### src/rtl/key_digit_entry.sv
// key_digit_entry: two raw active-low pushbuttons (up/down) become a clean
// WIDTH-bit wrap-around hex digit for the 7-segment decoder.
// Each button gets a 2-flop synchronizer and a debounce FSM that makes one
// press event per accepted press.
// Optional build macro KEY_DIGIT_AUTOREPEAT_EN adds auto-repeat while a
// button is held. The default build has no repeat logic.

module key_digit_debounce #(
  parameter int DEBOUNCE_CYCLES = 500000,
  parameter int REPEAT_DELAY    = 25000000,
  parameter int REPEAT_PERIOD   = 10000000
) (
  input  logic i_clk,
  input  logic i_rst_n,
  input  logic i_key_n,
  output logic o_held,
  output logic o_press_evt
);

  // The counter only needs to reach DEBOUNCE_CYCLES-1.
  localparam int CW = $clog2(DEBOUNCE_CYCLES);
  localparam logic [CW-1:0] CNT_LAST = CW'(DEBOUNCE_CYCLES - 1);

  typedef enum logic [1:0] {
    ST_IDLE         = 2'd0,
    ST_PRESS_WAIT   = 2'd1,
    ST_HELD         = 2'd2,
    ST_RELEASE_WAIT = 2'd3
  } state_t;

  if (DEBOUNCE_CYCLES < 2 || REPEAT_DELAY < 1 || REPEAT_PERIOD < 1) begin : g_param_check
    $error("key_digit_debounce: DEBOUNCE_CYCLES must be >= 2 and repeat settings >= 1");
  end

  logic [1:0]    r_sync;
  logic          w_pressed;
  state_t        r_state;
  logic [CW-1:0] r_cnt;
  logic          r_held;
  logic          w_debounce_evt;

  // Two-flop synchronizer. Both stages reset to 1, which means released.
  always_ff @(posedge i_clk) begin
    if (!i_rst_n) begin
      r_sync <= 2'b11;
    end else begin
      r_sync <= {r_sync[0], i_key_n};
    end
  end

  assign w_pressed = ~r_sync[1];

  // Debounce FSM. A press must be stable for DEBOUNCE_CYCLES cycles before
  // it is accepted. A release must also be stable that long.
  always_ff @(posedge i_clk) begin
    if (!i_rst_n) begin
      r_state <= ST_IDLE;
      r_cnt   <= '0;
      r_held  <= 1'b0;
    end else begin
      case (r_state)
        ST_IDLE: begin
          r_held <= 1'b0;
          r_cnt  <= '0;
          if (w_pressed) begin
            r_state <= ST_PRESS_WAIT;
          end
        end
        ST_PRESS_WAIT: begin
          if (!w_pressed) begin
            r_state <= ST_IDLE;
            r_cnt   <= '0;
          end else if (r_cnt == CNT_LAST) begin
            r_state <= ST_HELD;
            r_held  <= 1'b1;
            r_cnt   <= '0;
          end else begin
            r_cnt <= r_cnt + 1'b1;
          end
        end
        ST_HELD: begin
          r_held <= 1'b1;
          r_cnt  <= '0;
          if (!w_pressed) begin
            r_state <= ST_RELEASE_WAIT;
          end
        end
        ST_RELEASE_WAIT: begin
          if (w_pressed) begin
            // A release bounce returns to HELD without a new event.
            r_state <= ST_HELD;
            r_cnt   <= '0;
          end else if (r_cnt == CNT_LAST) begin
            r_state <= ST_IDLE;
            r_held  <= 1'b0;
            r_cnt   <= '0;
          end else begin
            r_cnt <= r_cnt + 1'b1;
          end
        end
        default: begin
          r_state <= ST_IDLE;
          r_held  <= 1'b0;
          r_cnt   <= '0;
        end
      endcase
    end
  end

  // The press event pulses for the single cycle in which the FSM commits
  // to HELD. The digit register consumes it on the next edge.
  assign w_debounce_evt = (r_state == ST_PRESS_WAIT) && w_pressed && (r_cnt == CNT_LAST);
  assign o_held         = r_held;

`ifdef KEY_DIGIT_AUTOREPEAT_EN
  localparam int RMAX = (REPEAT_DELAY > REPEAT_PERIOD) ? REPEAT_DELAY : REPEAT_PERIOD;
  localparam int RCW  = (RMAX > 1) ? $clog2(RMAX) : 1;
  localparam logic [RCW-1:0] REP_FIRST = RCW'(REPEAT_DELAY - 1);
  localparam logic [RCW-1:0] REP_NEXT  = RCW'(REPEAT_PERIOD - 1);

  logic [RCW-1:0] r_rep_cnt;
  logic           r_rep_armed;
  logic           w_rep_evt;

  assign w_rep_evt = (r_state == ST_HELD) && w_pressed &&
                     (r_rep_armed ? (r_rep_cnt == REP_NEXT) : (r_rep_cnt == REP_FIRST));

  // Repeat timer. It runs only while the FSM is held and the key stays
  // pressed. It restarts on any exit from HELD, including a bounce.
  always_ff @(posedge i_clk) begin
    if (!i_rst_n) begin
      r_rep_cnt   <= '0;
      r_rep_armed <= 1'b0;
    end else if ((r_state == ST_HELD) && w_pressed) begin
      if (w_rep_evt) begin
        r_rep_cnt   <= '0;
        r_rep_armed <= 1'b1;
      end else begin
        r_rep_cnt <= r_rep_cnt + 1'b1;
      end
    end else begin
      r_rep_cnt   <= '0;
      r_rep_armed <= 1'b0;
    end
  end

  assign o_press_evt = w_debounce_evt | w_rep_evt;
`else
  assign o_press_evt = w_debounce_evt;
`endif

endmodule

module key_digit_entry #(
  parameter int DEBOUNCE_CYCLES = 500000,
  parameter int WIDTH           = 4,
  parameter int REPEAT_DELAY    = 25000000,
  parameter int REPEAT_PERIOD   = 10000000
) (
  input  logic             clock,
  input  logic             reset,
  input  logic             key_up_n,
  input  logic             key_down_n,
  input  logic             load,
  input  logic [WIDTH-1:0] load_value,
  output logic [WIDTH-1:0] digit,
  output logic             digit_valid,
  output logic             up_held,
  output logic             down_held
);

  logic             w_up_evt;
  logic             w_down_evt;
  logic             w_up_held;
  logic             w_down_held;
  logic [WIDTH-1:0] r_digit;
  logic             r_digit_valid;

  key_digit_debounce #(
    .DEBOUNCE_CYCLES (DEBOUNCE_CYCLES),
    .REPEAT_DELAY    (REPEAT_DELAY),
    .REPEAT_PERIOD   (REPEAT_PERIOD)
  ) u_up (
    .i_clk       (clock),
    .i_rst_n     (reset),
    .i_key_n     (key_up_n),
    .o_held      (w_up_held),
    .o_press_evt (w_up_evt)
  );

  key_digit_debounce #(
    .DEBOUNCE_CYCLES (DEBOUNCE_CYCLES),
    .REPEAT_DELAY    (REPEAT_DELAY),
    .REPEAT_PERIOD   (REPEAT_PERIOD)
  ) u_down (
    .i_clk       (clock),
    .i_rst_n     (reset),
    .i_key_n     (key_down_n),
    .o_held      (w_down_held),
    .o_press_evt (w_down_evt)
  );

  // Digit register. Load wins over presses. Opposing presses cancel.
  // A single press steps the digit with modulo-2**WIDTH wrap.
  always_ff @(posedge clock) begin
    if (!reset) begin
      r_digit       <= {WIDTH{1'b0}};
      r_digit_valid <= 1'b0;
    end else if (load) begin
      r_digit       <= load_value;
      r_digit_valid <= 1'b1;
    end else if (w_up_evt && w_down_evt) begin
      r_digit_valid <= 1'b0;
    end else if (w_up_evt) begin
      r_digit       <= r_digit + WIDTH'(1);
      r_digit_valid <= 1'b1;
    end else if (w_down_evt) begin
      r_digit       <= r_digit - WIDTH'(1);
      r_digit_valid <= 1'b1;
    end else begin
      r_digit_valid <= 1'b0;
    end
  end

  assign digit       = r_digit;
  assign digit_valid = r_digit_valid;
  assign up_held     = w_up_held;
  assign down_held   = w_down_held;

endmodule

### config.mk
export PLATFORM = sky130hd
export DESIGN_NAME = key_digit_entry
export DESIGN_NICKNAME = d
export VERILOG_FILES = /design/src/rtl/key_digit_entry.sv
export SDC_FILE = /design/constraint.sdc
export NUM_CORES = 1
export LEC_CHECK = 0
export CELL_PAD_IN_SITES_DETAIL_PLACEMENT = 0
export CELL_PAD_IN_SITES_GLOBAL_PLACEMENT = 1
export CORE_MARGIN = 2
export CORE_UTILIZATION = 46
export CTS_CLUSTER_DIAMETER = 150
export DETAILED_ROUTE_END_ITERATION = 7
export PLACE_DENSITY_LB_ADDON = 0.1
export SYNTH_ARGS = -nofsm -noshare
export SYNTH_HDL_FRONTEND = slang
export SYNTH_HIERARCHICAL = 1
export SYNTH_SLANG_ARGS = --single-unit
### constraint.sdc
create_clock -name clock -period 3.3 [get_ports clock]
set_input_delay 0.33 -clock clock [delete_from_list [all_inputs] [get_ports clock]]
set_output_delay 0.33 -clock clock [all_outputs]
set_load 0.02 [all_outputs]
==> results.tsv, run 1 <==
metric	value	unit
path_buf_inv	1	
ioPinCount	16	
routed_via_density	5.391	
dp_hpwl	3.960	mm
synth_top_area_share	0.3607	
cts_max_level	2	
skew	0.005061	ns
grt_setup_unrepaired	false	
finalWorstSetupSlack	0.4748	ns
start_util	0.4686	
grt-ovfl-total	0	
port_buffers	15	
drc_errors	0	
final.setup.tns	0	ns
clock_latency	0.30	ns
critPathMaxFanout	6	
grt_pass1_vias	2058	
drive_gt1_frac	0.05460	
synth_nets	365	
first_iter_violations	95	
detail_route.first_pass.iterations	4	
syn_area	2942	µm²
hold_violations	0	
cts_buffer_depth	2	
crit_path_end_kind	register	
place_ws	0.4917	ns
synthToLayoutAreaGrowth	8.762	%
coreArea	6277	µm²
final.min_clock_period	2.825	ns
diodes	0	
status	finished clean	
synth_edf_count	0	
clk_pin_slew	0.10	ns
ys_types	44	
ys_ff_latch	53	
ir_drop	212.5	µV
ctsResizeCount	0	
multi_input_area	1738	µm²
cap_violations	0	
cpMostUsedCell	nor2_1	
setup_viol_count_final	0	
worstSetupPathType	register to register	
final.fill_count	604	
slew_headroom	0.4518	
ys.flop_type	dfxtp_1	
grt_max_degree	20	
grt_pass1_wl	9.528	mm
crit_required	3.50	ns
ff_latch_area	1061	µm²
cts_tree	built	
yosysSeqAreaShare	0.3607	
synthTopCellsByArea	dfxtp_1, ha_1, nor2_1	
nets	372	
slew_violations	0	
num_rows	29	
path_cells	or4b_2 -> nor4_1 -> nand4_1 -> nor2_1 -> inv_1 -> fa_1 -> xor2_1 -> mux2_4 -> mux2i_1 -> nor2_1	
antenna_left	0	
ys_warn_count	6	
cts_hold_buf	0	
hold_path.class	register to register	
synth_async_sr_flop_share	0	
vias	2291	
die_h	83.97	µm
totalWireLength	5.563	mm
grt_antenna_before_repair	0	
leakage	1.067	nW
cts-root-buf	clkbuf_8	
pwr_density_cell	414.0	nW/µm²
synthCells	340	
crit_path_start_kind	register	
grt_use_total	0.1610	
yosys.area.top_type	dfxtp_1	
cts.sinks	53	
cts_made_buffers	5	
cpPeakStageDelay	0.68	ns
worstMarginPinSlew	0.8198	ns
arrival	3.02	ns
die_x	83.97	µm
wire_per_inst	13.09	µm
crit_family	simple AND/OR/NAND/NOR gates	
post-cts-setup-buffers	0	
dieArea	7050	µm²
fmax	0.3540	GHz
place_congestion	0.7873	
slowest_stage	or4b_2	
post-route-period-util	0.8561	
syn_avg_cell_area	8.652	µm²
[where the power goes]
part           switching (W)  internal [W]
logic               0.000129      0.000119
registers          0.0000237      0.000667
clock network       0.000230      0.000155
total               0.000383      0.000942
[stage by stage]
| stage | instance area (µm²) | std cells | total power [W] | util | hold WS (ns) |
|---|---|---|---|---|---|
| after global placement | 3105 | 417 | 0.0009535 | 0.4947 | 0.3886 |
| after global routing | 3199 | 425 | 0.001406 | 0.5097 | 0.4491 |
| after detailed placement | 3105 | 417 | 0.0009537 | 0.4947 | 0.3924 |
| final | 3199 | 425 | 0.001325 | 0.5097 | 0.4191 |
| after floorplan | 2942 | 340 | 0.0008811 | - | 0.3863 |
| after CTS | 3199 | 425 | 0.001348 | 0.5097 | 0.4295 |
[registers in the layout, indices dropped and copies added (netlist names), named ones only]
register / cells
digit: 4
digit_valid: 1
u_down/o_held: 1
u_down/r_cnt: 19
u_down/r_state: 1
u_down/r_sync: 2
u_up/o_held: 1
u_up/r_cnt: 19
u_up/r_state: 1
u_up/r_sync: 2
[final timing paths]
check,from,end,slack (ns),depth (start not counted)
max,u_up/r_cnt[11],digit[2],0.47,10
min,u_down/r_sync[0],u_down/r_sync[1],0.42,1
max reg2reg,u_up/r_cnt[11],digit[2],0.47,10
min reg2reg,u_down/r_sync[0],u_down/r_sync[1],0.42,1
[cells by family (layout without fill, tap and decap cells)]
| logic type | after synthesis | count (layout) | share of synthesized area |
|---|---|---|---|
| AND/OR/NAND/NOR | 148 | 148 | 0.2718 |
| AO/OA/AOI/OAI | 57 | 57 | 0.1319 |
| flip-flops | 53 | 53 | 0.3607 |
| XOR/XNOR | 30 | 30 | 0.08932 |
| buffers and inverters | 29 | 37 | 0.04848 |
| adder cells (fa/ha/maj) | 16 | 16 | 0.07061 |
| multiplexers | 7 | 7 | 0.02722 |
[cells in the final DEF (no fill, tap or decap), drive strengths merged, types with 13 or more instances in the layout]
master | synthesis | routed
dfxtp | 53 | 53
nor2 | 41 | 41
nand2 | 24 | 24
xor2 | 17 | 17
ha | 15 | 15
clkdlybuf4s50 | 0 | 15
o21ai | 15 | 15
nand4 | 14 | 14
inv | 12 | 14
xnor2 | 13 | 13
[synthesized netlist by cell type, drive strengths merged (3+ instances only)]
library cell	number
nand2b	8
or4	8
dfxtp	53
nor3	5
o21ai	15
a211oi	4
nand2	24
and4	8
or3	6
a21o	3
clkbuf	8
nand4	14
o21bai	3
o31ai	8
inv	12
buf	9
a21oi	11
xnor2	13
mux2i	5
nand3	12
xor2	17
a31oi	4
ha	15
nor4	10
nor2	41
[metal layers]
metal / vias to the layer above / track usage / wire length [µm]
met5: - / 0 / 0
met3: 2 / 0.02967 / 71
li1: 1241 / - / -
met2: 13 / 0.2684 / 2577
met4: 0 / 0.04252 / 38
met1: 1035 / 0.2145 / 2876
[final cells by class]
type | count | share of cell area
tap | 77 | 0.03011
clock inverter | 3 | 0.007822
sequential | 53 | 0.3316
clock buffer | 5 | 0.02151
inverter | 12 | 0.01408
timing repair buffer | 17 | 0.05162
multi-input combinational | 258 | 0.5432
[worst register-to-register path: stages (launching register included)]
cell,delay (ns)
dfxtp_1,0.38
or4b_2,0.68
nor4_1,0.24
nand4_1,0.13
nor2_1,0.19
inv_1,0.11
fa_1,0.39
xor2_1,0.17
mux2_4,0.26
mux2i_1,0.13
nor2_1,0.06
No activity file was read; power rests on OpenSTA's default activity.
==> run 2: changes to the inputs <==
--- a/config.mk
+++ b/config.mk
@@ -12,6 +12,7 @@
 export CTS_CLUSTER_DIAMETER = 150
 export DETAILED_ROUTE_END_ITERATION = 7
 export PLACE_DENSITY_LB_ADDON = 0.1
+export RECOVER_POWER = 25
 export SYNTH_ARGS = -nofsm -noshare
 export SYNTH_HDL_FRONTEND = slang
 export SYNTH_HIERARCHICAL = 1
==> results.tsv, run 2 (synthesis results as in run 1) <==
metric	value	unit	change
status	finished clean		
die_x	83.97	µm	unchanged
antenna_left	0		unchanged
clkPwrFrac	0.293		+0.002
num_rows	29		unchanged
final_common_cell	dfxtp_1		
ioPinCount	16		unchanged
grt_pass1_wl	9.528	mm	unchanged
coreArea	6277	µm²	unchanged
port_buffers	15		unchanged
grt_setup_unrepaired	false		
p_switching	0.0003818	W	-0.33%
final.setup.tns	0	ns	unchanged
post-route-period-util	0.8541		-0.002022
pwr_density_cell	412.2	nW/µm²	-0.45%
post-cts-setup-buffers	0		unchanged
cts_hold_buf	0		unchanged
setup_viol_count_final	0		unchanged
cpPeakStageDelay	0.67	ns	about the same
cts_tree	built		
critPathMaxFanout	6		unchanged
seqPwrFrac	0.524		+0.003
worstSetupPathType	register to register		
nets	372		unchanged
grt_antenna_before_repair	0		unchanged
dp_hpwl	3.960	mm	unchanged
slew_headroom	0.4523		about the same
r2r-start	u_up/r_cnt[11]		
hold_path_depth	1		unchanged
hold_path.class	register to register		
crit_required	3.50	ns	about the same
final_cell_mix	dfxtp_1, nor2_1, nand2_1		
totalWireLength	5.538	mm	-0.45%
ctsResizeCount	0		unchanged
cts.sinks	53		unchanged
vias	2298		+0.31%
grt-ovfl-total	0		unchanged
synthToLayoutAreaGrowth	8.634	%	
slowest_stage	or4b_2		
wire_per_inst	13.03	µm	-0.45%
r2r_slack	0.48	ns	about the same
grt_use_total	0.1610		unchanged
grt_pass1_vias	2058		unchanged
worstMarginPinSlew	0.8192	ns	-0.0006645 ns
routed_via_density	5.407		+0.31%
cts_made_buffers	5		unchanged
slew_violations	0		unchanged
path_cells	or4b_2 -> nor4_1 -> nand4_1 -> nor2_1 -> inv_1 -> fa_1 -> xor2_1 -> mux2_4 -> mux2i_1 -> nor2_1		
fmax	0.3548	GHz	+0.24%
clk_pin_slew	0.10	ns	about the same
crit_path_end_kind	register		
cts_buffer_depth	2		unchanged
final.min_clock_period	2.819	ns	-0.006671 ns
clock_latency	0.30	ns	about the same
die_h	83.97	µm	unchanged
comb_power_share	0.184		-0.004
skew	0.004941	ns	-0.0001203 ns
drive_gt1_frac	0.05172		-0.002874
drc_errors	0		unchanged
p_int	0.0009353	W	-0.66%
start_util	0.4686		unchanged
cts_max_level	2		unchanged
r2r_end	digit[2]		
detail_route.first_pass.iterations	4		unchanged
leakage	1.080	nW	+1.3%
cts-root-buf	clkbuf_8		
diodes	0		unchanged
arrival	3.02	ns	about the same
min_from	u_down/r_sync[0]		
ir_drop	212.4	µV	about the same
first_iter_violations	95		unchanged
hold_violations	0		unchanged
grt_max_degree	20		unchanged
cap_violations	0		unchanged
final_util	0.5091		-0.0005980
reg2reg_depth	10		unchanged
crit_path_start_kind	register		
holdPathEnd	u_down/r_sync[1]		
cpMostUsedCell	nor2_1		
dieArea	7050	µm²	unchanged
p_sw_frac	0.2898		+0.0006945
place_congestion	0.7873		unchanged
==> run 2: cell count changes in the layout (fill, tap and decap cells not counted) <==
cell,delta
clkdlybuf4s50_1,-8
dlygate4sd3_1,+8
buf_4,-1
clkbuf_1,+1
==> run 2: power groups by stage <==
stage | Clock [W] | Sequential, W | Combinational, W
after floorplan | 0 | 0.000719 | 0.000162
after global placement | 0 | 0.000706 | 0.000247
after detailed placement | 0 | 0.000706 | 0.000248
after CTS | 0.000407 | 0.000692 | 0.000249
after global routing | 0.000430 | 0.000695 | 0.000274
final | 0.000385 | 0.000690 | 0.000242
==> run 2: layout make-up <==
class                           instances  area, µm²
Fill cell                             603       3082
Multi-Input combinational cell        258       1738
Sequential cell                        53       1061
Timing Repair Buffer                   17      161.4
Tap cell                               77      96.34
Clock buffer                            5      68.82
Inverter                               12      45.04
Clock inverter                          3      25.02
==> run 2: stage by stage <==
stage	power, W	area (µm²)	std cells	hold slack (ns)	setup WS, ns
6_report	0.001317	3196	425	0.4191	0.4815
5_1_grt	0.001399	3196	425	0.4491	0.3315
4_1_cts	0.001348	3199	425	0.4295	0.4624
3_5_place_dp	0.0009537	3105	417	0.3924	0.4917
3_3_place_gp	0.0009535	3105	417	0.3886	0.5389
2_1_floorplan	0.0008811	2942	340	0.3863	0.4376
==> run 2: how the worst max path moves through the flow <==
| stage | slack, ns | to | startpoint |
|---|---|---|---|
| finish | 0.48 | digit[2] | u_up/r_cnt[11] |
| global route | 0.33 | digit[2] | u_up/r_cnt[5] |
| CTS | 0.46 | digit[2] | u_up/r_cnt[11] |
| detailed placement | 0.49 | digit[2] | u_up/r_cnt[11] |
| global placement | 0.54 | digit[2] | u_up/r_cnt[11] |
| floorplan | 0.44 | digit[2] | u_up/r_cnt[5] |
==> run 2: worst max-delay path: cells and delay by family (launching register included) <==
family,cells,cell delay (ns)
xor gates and xnor gates,1,0.17
muxes,2,0.39
adders and majority gates,1,0.39
buffers and inverters,1,0.11
and+or+nand+nor,5,1.29
DFF,1,0.37
==> run 2: layer usage <==
metal / up-vias / part of all wire / global-route usage
li1: 1244 / - / -
met1: 1039 / 0.52 / 0.2145
met2: 13 / 0.46 / 0.2684
met3: 2 / 0.013 / 0.02967
met4: 0 / 0.0069 / 0.04252
met5: - / 0 / 0
==> run 3: changes to the inputs <==
--- a/config.mk
+++ b/config.mk
@@ -13,6 +13,7 @@
 export DETAILED_ROUTE_END_ITERATION = 7
 export PLACE_DENSITY_LB_ADDON = 0.1
 export RECOVER_POWER = 25
+export SKIP_LAST_GASP = 1
 export SYNTH_ARGS = -nofsm -noshare
 export SYNTH_HDL_FRONTEND = slang
 export SYNTH_HIERARCHICAL = 1
==> results of run 3 <==
No change in the layout: final DEF, timing and power equal those of run 2.
